--- src/rtl/lc3_fetch_pkg.sv ---
// Shared types and defaults for the LC3 prefetching fetch stage.
package lc3_fetch_pkg;

   localparam int          LC3_AW       = 16;
   localparam int          LC3_DW       = 16;
   localparam logic [15:0] LC3_RESET_PC = 16'h3000;

   typedef enum logic [1:0] {
      S_IDLE  = 2'd0,
      S_RUN   = 2'd1,
      S_FLUSH = 2'd2
   } fetch_state_e;

endpackage

--- src/rtl/lc3_fetch_prefetch_queue.sv ---
// Synchronous FIFO with occupancy count and a single-cycle clear; used both for
// fetched instructions and for the per-request address tracker.
module fetch_queue #(
   parameter int W     = 32,
   parameter int DEPTH = 4
) (
   input  logic                         i_clk,
   input  logic                         i_rst_n,
   input  logic                         i_clear,
   input  logic                         i_push,
   input  logic                         i_pop,
   input  logic [W-1:0]                 i_wdata,
   output logic [W-1:0]                 o_rdata,
   output logic                         o_full,
   output logic                         o_empty,
   output logic [$clog2(DEPTH+1)-1:0]   o_count
);

   localparam int CW = $clog2(DEPTH + 1);
   localparam int PW = (DEPTH > 1) ? $clog2(DEPTH) : 1;

   logic [W-1:0]  r_mem [DEPTH];
   logic [PW-1:0] r_wr_ptr;
   logic [PW-1:0] r_rd_ptr;
   logic [CW-1:0] r_count;
   logic          w_push;
   logic          w_pop;

   function automatic logic [PW-1:0] ptr_inc(input logic [PW-1:0] p);
      return (p == PW'(DEPTH - 1)) ? '0 : p + PW'(1);
   endfunction

   assign o_empty = (r_count == '0);
   assign o_full  = (r_count == CW'(DEPTH));
   assign o_count = r_count;
   assign o_rdata = r_mem[r_rd_ptr];

   // A push into a full queue is only accepted when the head leaves the same cycle.
   assign w_pop  = i_pop & ~o_empty;
   assign w_push = i_push & (~o_full | w_pop);

   always_ff @(posedge i_clk or negedge i_rst_n) begin
      if (!i_rst_n) begin
         r_wr_ptr <= '0;
         r_rd_ptr <= '0;
         r_count  <= '0;
      end else if (i_clear) begin
         r_wr_ptr <= '0;
         r_rd_ptr <= '0;
         r_count  <= '0;
      end else begin
         if (w_push) r_wr_ptr <= ptr_inc(r_wr_ptr);
         if (w_pop)  r_rd_ptr <= ptr_inc(r_rd_ptr);
         r_count <= r_count + CW'(w_push) - CW'(w_pop);
      end
   end

   always_ff @(posedge i_clk) begin
      if (w_push && !i_clear) r_mem[r_wr_ptr] <= i_wdata;
   end

endmodule

--- src/rtl/lc3_fetch_prefetch.sv ---
// LC3 fetch stage with an in-order prefetch queue and branch flush.
// Optional FETCH_BYPASS_EN: an empty queue forwards a response straight to decode.
module lc3_fetch_prefetch
   import lc3_fetch_pkg::*;
#(
   parameter int            AW       = LC3_AW,
   parameter int            DW       = LC3_DW,
   parameter int            DEPTH    = 4,
   parameter logic [AW-1:0] RESET_PC = AW'(LC3_RESET_PC)
) (
   input  logic          clock,
   input  logic          reset,
   input  logic          enable_fetch,
   input  logic          enable_updatepc,
   input  logic          br_taken,
   input  logic [AW-1:0] taddr,
   output logic [AW-1:0] pc,
   output logic [AW-1:0] npc_out,
   output logic          instrmem_rd,
   input  logic          imem_rvalid,
   input  logic [DW-1:0] imem_rdata,
   output logic          instr_valid,
   input  logic          instr_ready,
   output logic [DW-1:0] instr_out,
   output logic [AW-1:0] instr_npc
);

   localparam int CW = $clog2(DEPTH + 1);
   localparam int SW = CW + 2;

   fetch_state_e     r_state;
   fetch_state_e     w_state_next;
   logic [AW-1:0]    r_pc;
   logic [CW-1:0]    r_outstanding;
   logic [CW-1:0]    r_drop_cnt;
   logic [CW-1:0]    w_outstanding_next;
   logic [CW-1:0]    w_drop_next;
   logic [CW-1:0]    w_q_count;
   logic [CW-1:0]    w_trk_count;
   logic [SW-1:0]    w_credit_used;
   logic [AW-1:0]    w_pc_inc;
   logic [AW-1:0]    w_trk_rdata;
   logic [DW+AW-1:0] w_q_rdata;
   logic             w_q_full;
   logic             w_q_empty;
   logic             w_trk_full;
   logic             w_trk_empty;
   logic             w_issue;
   logic             w_accept;
   logic             w_drop_resp;
   logic             w_bypass;
   logic             w_push;
   logic             w_pop;
   logic             w_unused;

   assign w_pc_inc = r_pc + AW'(1);
   assign pc       = r_pc;
   assign npc_out  = w_pc_inc;

   // Queued, in-flight and to-be-dropped responses all hold a credit.
   assign w_credit_used = SW'(w_q_count) + SW'(r_outstanding) + SW'(r_drop_cnt);
   assign w_issue       = enable_fetch & enable_updatepc & ~br_taken & (r_state != S_IDLE)
                        & (w_credit_used < SW'(DEPTH));
   assign instrmem_rd   = w_issue;

   assign w_drop_resp = imem_rvalid & (r_drop_cnt != '0);
   assign w_accept    = imem_rvalid & (r_drop_cnt == '0) & ~br_taken;

`ifdef FETCH_BYPASS_EN
   assign w_bypass = w_accept & w_q_empty & instr_ready;
`else
   assign w_bypass = 1'b0;
`endif

   assign w_push      = w_accept & ~w_bypass;
   assign w_pop       = ~w_q_empty & instr_ready & ~br_taken;
   assign instr_valid = (~w_q_empty | w_bypass) & ~br_taken;
   assign instr_out   = w_bypass ? imem_rdata  : w_q_rdata[DW+AW-1:AW];
   assign instr_npc   = w_bypass ? w_trk_rdata : w_q_rdata[AW-1:0];

   always_comb begin
      w_outstanding_next = r_outstanding;
      w_drop_next        = r_drop_cnt;
      if (br_taken) begin
         // Everything still in flight becomes wrong-path; this cycle's response is already gone.
         w_outstanding_next = '0;
         w_drop_next        = r_outstanding + r_drop_cnt - CW'(imem_rvalid);
      end else begin
         w_outstanding_next = r_outstanding + CW'(w_issue) - CW'(w_accept);
         if (w_drop_resp) w_drop_next = r_drop_cnt - CW'(1);
      end
   end

   always_comb begin
      w_state_next = r_state;
      case (r_state)
         S_IDLE:  w_state_next = S_RUN;
         S_RUN:   if (br_taken && (w_drop_next != '0)) w_state_next = S_FLUSH;
         S_FLUSH: if (w_drop_next == '0) w_state_next = S_RUN;
         default: w_state_next = S_IDLE;
      endcase
   end

   always_ff @(posedge clock or negedge reset) begin
      if (!reset) begin
         r_state       <= S_IDLE;
         r_pc          <= RESET_PC;
         r_outstanding <= '0;
         r_drop_cnt    <= '0;
      end else begin
         r_state       <= w_state_next;
         r_outstanding <= w_outstanding_next;
         r_drop_cnt    <= w_drop_next;
         if (br_taken)     r_pc <= taddr;
         else if (w_issue) r_pc <= w_pc_inc;
      end
   end

   fetch_queue #(.W(DW + AW), .DEPTH(DEPTH)) u_queue (
      .i_clk   (clock),
      .i_rst_n (reset),
      .i_clear (br_taken),
      .i_push  (w_push),
      .i_pop   (w_pop),
      .i_wdata ({imem_rdata, w_trk_rdata}),
      .o_rdata (w_q_rdata),
      .o_full  (w_q_full),
      .o_empty (w_q_empty),
      .o_count (w_q_count)
   );

   // Holds address+1 of each correct-path request until its response is accepted.
   fetch_queue #(.W(AW), .DEPTH(DEPTH)) u_track (
      .i_clk   (clock),
      .i_rst_n (reset),
      .i_clear (br_taken),
      .i_push  (w_issue),
      .i_pop   (w_accept),
      .i_wdata (w_pc_inc),
      .o_rdata (w_trk_rdata),
      .o_full  (w_trk_full),
      .o_empty (w_trk_empty),
      .o_count (w_trk_count)
   );

   assign w_unused = ^{w_q_full, w_trk_full, w_trk_empty, w_trk_count};

endmodule

--- config.mk ---
export PLATFORM = sky130hd
export DESIGN_NAME = lc3_fetch_prefetch
export DESIGN_NICKNAME = d
export VERILOG_FILES = /design/src/rtl/lc3_fetch_pkg.sv /design/src/rtl/lc3_fetch_prefetch_queue.sv /design/src/rtl/lc3_fetch_prefetch.sv
export SDC_FILE = /design/constraint.sdc
export NUM_CORES = 1
export LEC_CHECK = 0
export CAP_MARGIN = 40
export CORE_UTILIZATION = 30
export DETAILED_ROUTE_END_ITERATION = 6
export HOLD_SLACK_MARGIN = 0.12
export SLEW_MARGIN = 20
export SYNTH_ARGS = -nofsm -noshare
export SYNTH_HDL_FRONTEND = slang
export SYNTH_HIERARCHICAL = 1
export SYNTH_SLANG_ARGS = --single-unit
--- constraint.sdc ---
create_clock -name clock -period 10.8 [get_ports clock]
set_clock_uncertainty 0.1 [all_clocks]
set_input_delay 2.16 -clock clock [delete_from_list [all_inputs] [get_ports clock]]
set_output_delay 2.16 -clock clock [all_outputs]
set_load 0.005 [all_outputs]
==> key figures <==
Detailed routing
  • Post-DR wirelength/cell: 17.0 µm
  • Vias: 5,015
  • Total wire length: 19.2 mm
  • Iter 0 DRT Violations: 220
  • DR DRC count: 0
  • Via density per instance: 4.43
  • Drt first pass iters: 4
  • ANT nets after route: 0

Global routing
  • Largest net degree at the start of global routing: 63
  • All-layer global routing usage: 11.6%
  • Initial antenna violation count: 0
  • Vias in the first global route: 5,331
  • Gr ovfl total: 0
  • Global-route wire length before repair: 30.3 mm

Setup path
  • Crit path DAT: 4.36 ns
  • CP Launch Type: input port
  • FF-to-FF End: u_track/o_count[2]$_DFF_PN0_
  • Worst Setup End Kind: output port
  • WP data required: 8.54 ns
  • Worst-path maximum fanout: 15
  • Critical Path Start: enable_updatepc
  • R2R setup slack: 6.65 ns
  • Worst R2R Path Depth: 14
  • Worst Path Class, Setup: in -> out
  • Setup crit end: instrmem_rd
  • Reg2reg start: u_queue/o_count[1]$_DFF_PN0_

STA
  • Setup_tns: 0 ns
  • Slew margin rel.: 52.6%
  • WHS: 0.393 ns
  • Worst-margin pin slew: 0.706 ns
  • RSZ-0062 raised after global routing: false
  • Final worst path period need: 6.62 ns
  • Final Hold Viols: 0
  • Fmax: 151 MHz
  • Final Max Slew Viols: 0
  • Setup-failing EPs final: 0
  • Period utilisation layout: 61.3%

Layout
  • # nets final: 743
  • Fillcell total: 3,054
  • FF/Latch Area: 6720 µm²
  • Antenna cells: 0
  • Final Core Density: 38.0%
  • Synthesis-to-layout area growth: 24.3%
  • Layout cells sized above 1: 14.9%
  • Most frequent cells in the layout: edfxtp_1 (192), clkdlybuf4s50_1 (102), dfrtp_1 (35)
  • Multi-input gate area: 3030 µm²
  • Most common cell after layout, fill and taps aside: edfxtp_1

Logic synthesis
  • Syn_area_per_cell: 18.0 µm²
  • Yosys warning total: 6
  • Post-Syn Area: 10000 µm²
  • Syn_nets: 623
  • Syn Inst Count: 554

Placed design
  • PortBufs: 104
  • RePlAce Congestion: 0.721
  • Dpl hpwl: 13.0 mm

Clock tree
  • H-Tree Level Count: 1
  • Later-pin clock latency in the skew report: 0.51 ns
  • Post-CTS setup buffers: 0
  • Clock-pin slew on the worst setup and hold paths: 0.06 ns
  • Num CTS Buffers: 24
  • CTS max path bufs: 3
  • Post-CTS Resized: 0
  • Hold-fix buffers at CTS: 0
  • CTS tree: done
  • Sink Count: 230
  • Root Buffer: clkbuf_16

Power
  • Pwr/cell area: 169 nW/µm²
  • VDD IR max: 0.000129 V
  • Switching share of power: 24.1%
  • Leakage: 4.18 nW
  • Net Sw Power: 507 µW
  • Combinational share of power: 14.1%
  • Clock power frac: 37.0%
  • Cell Int Power: 1.59 mW
  • Reg power frac: 49.0%

Floorplan
  • Die H: 185 µm
  • Top-level port count: 105
  • Die X: 185 µm
  • # rows: 66
  • Core Area: 32,700 µm²
  • Starting density of the core: 30.6%
  • Die area: 34,100 µm²

Status
  • Outcome: finished clean

Worst hold path
  • Worst Hold Class: reg -> reg

Flow run
  • Maxcap violations: 0
-- power groups by stage --
stage,Sequential (mW),Clock (mW),Combinational (mW)
2_1_floorplan,1.04,0,0.183
3_3_place_gp,1.05,0,0.291
3_5_place_dp,1.05,0,0.299
4_1_cts,1.03,0.804,0.301
5_1_grt,1.03,0.829,0.334
6_report,1.03,0.777,0.296
-- how the worst min path moves through the flow --
| stage | start | to | slack (ns) | cells past startpoint |
|---|---|---|---|---|
| 3_5_place_dp | r_state[1]$_DFFE_PN0P_ | r_state[0]$_DFFE_PN0P_ | 0.38 | 1 |
| 5_1_grt | r_state[1]$_DFFE_PN0P_ | r_state[0]$_DFFE_PN0P_ | 0.41 | 1 |
| 6_report | r_state[1]$_DFFE_PN0P_ | r_state[0]$_DFFE_PN0P_ | 0.39 | 1 |
| 4_1_cts | r_state[1]$_DFFE_PN0P_ | r_state[0]$_DFFE_PN0P_ | 0.39 | 1 |
| 2_1_floorplan | r_state[1]$_DFFE_PN0P_ | r_state[0]$_DFFE_PN0P_ | 0.36 | 1 |
| 3_3_place_gp | r_state[1]$_DFFE_PN0P_ | r_state[0]$_DFFE_PN0P_ | 0.38 | 1 |
-- per-stage QoR --
step	std cells	worst slack (ns)	instance area (µm²)	power, mW
after floorplan	554	5.34	10000	1.22
after global placement	1076	4.15	11400	1.34
after detailed placement	1086	4.13	11600	1.35
after CTS	1127	4.13	12400	2.13
after global routing	1131	4.05	12400	2.20
final	1131	4.18	12400	2.10
-- final cells by class --
cell class	count	area share [%]
clock buffer	27	4.92
clock inverter	14	1.05
inverter	25	0.755
multi-input combinational	273	24.4
sequential	230	54.1
tap	442	4.45
timing repair buffer	120	10.4
-- critical path: stages --
cell	delay, ns
clkdlybuf4s50_1	0.46
nand2_1	0.06
a211o_2	0.46
a21oi_2	0.25
and2_1	0.39
clkdlybuf4s50_1	0.58
-- metal layers --
metal	wire (µm)	track usage [%]	share of wire, %	vias up
met3	917	2.25	4.8	27
li1	-	-	-	2403
met4	389	2.83	2.0	0
met1	9240	15.8	48	2474
met5	0	0	0	-
met2	8690	18.9	45	111
-- registers in the layout, indices dropped and copies added, names as in the netlist --
register / flops
r_state: 2
u_track/r_wr_ptr: 2
u_track/r_rd_ptr: 2
pc: 16
r_outstanding: 3
u_queue/r_mem: 128
u_queue/r_wr_ptr: 2
r_drop_cnt: 3
u_queue/o_count: 3
u_track/o_count: 3
u_track/r_mem: 64
u_queue/r_rd_ptr: 2
Note: power is estimated with default switching activity, not from simulation.
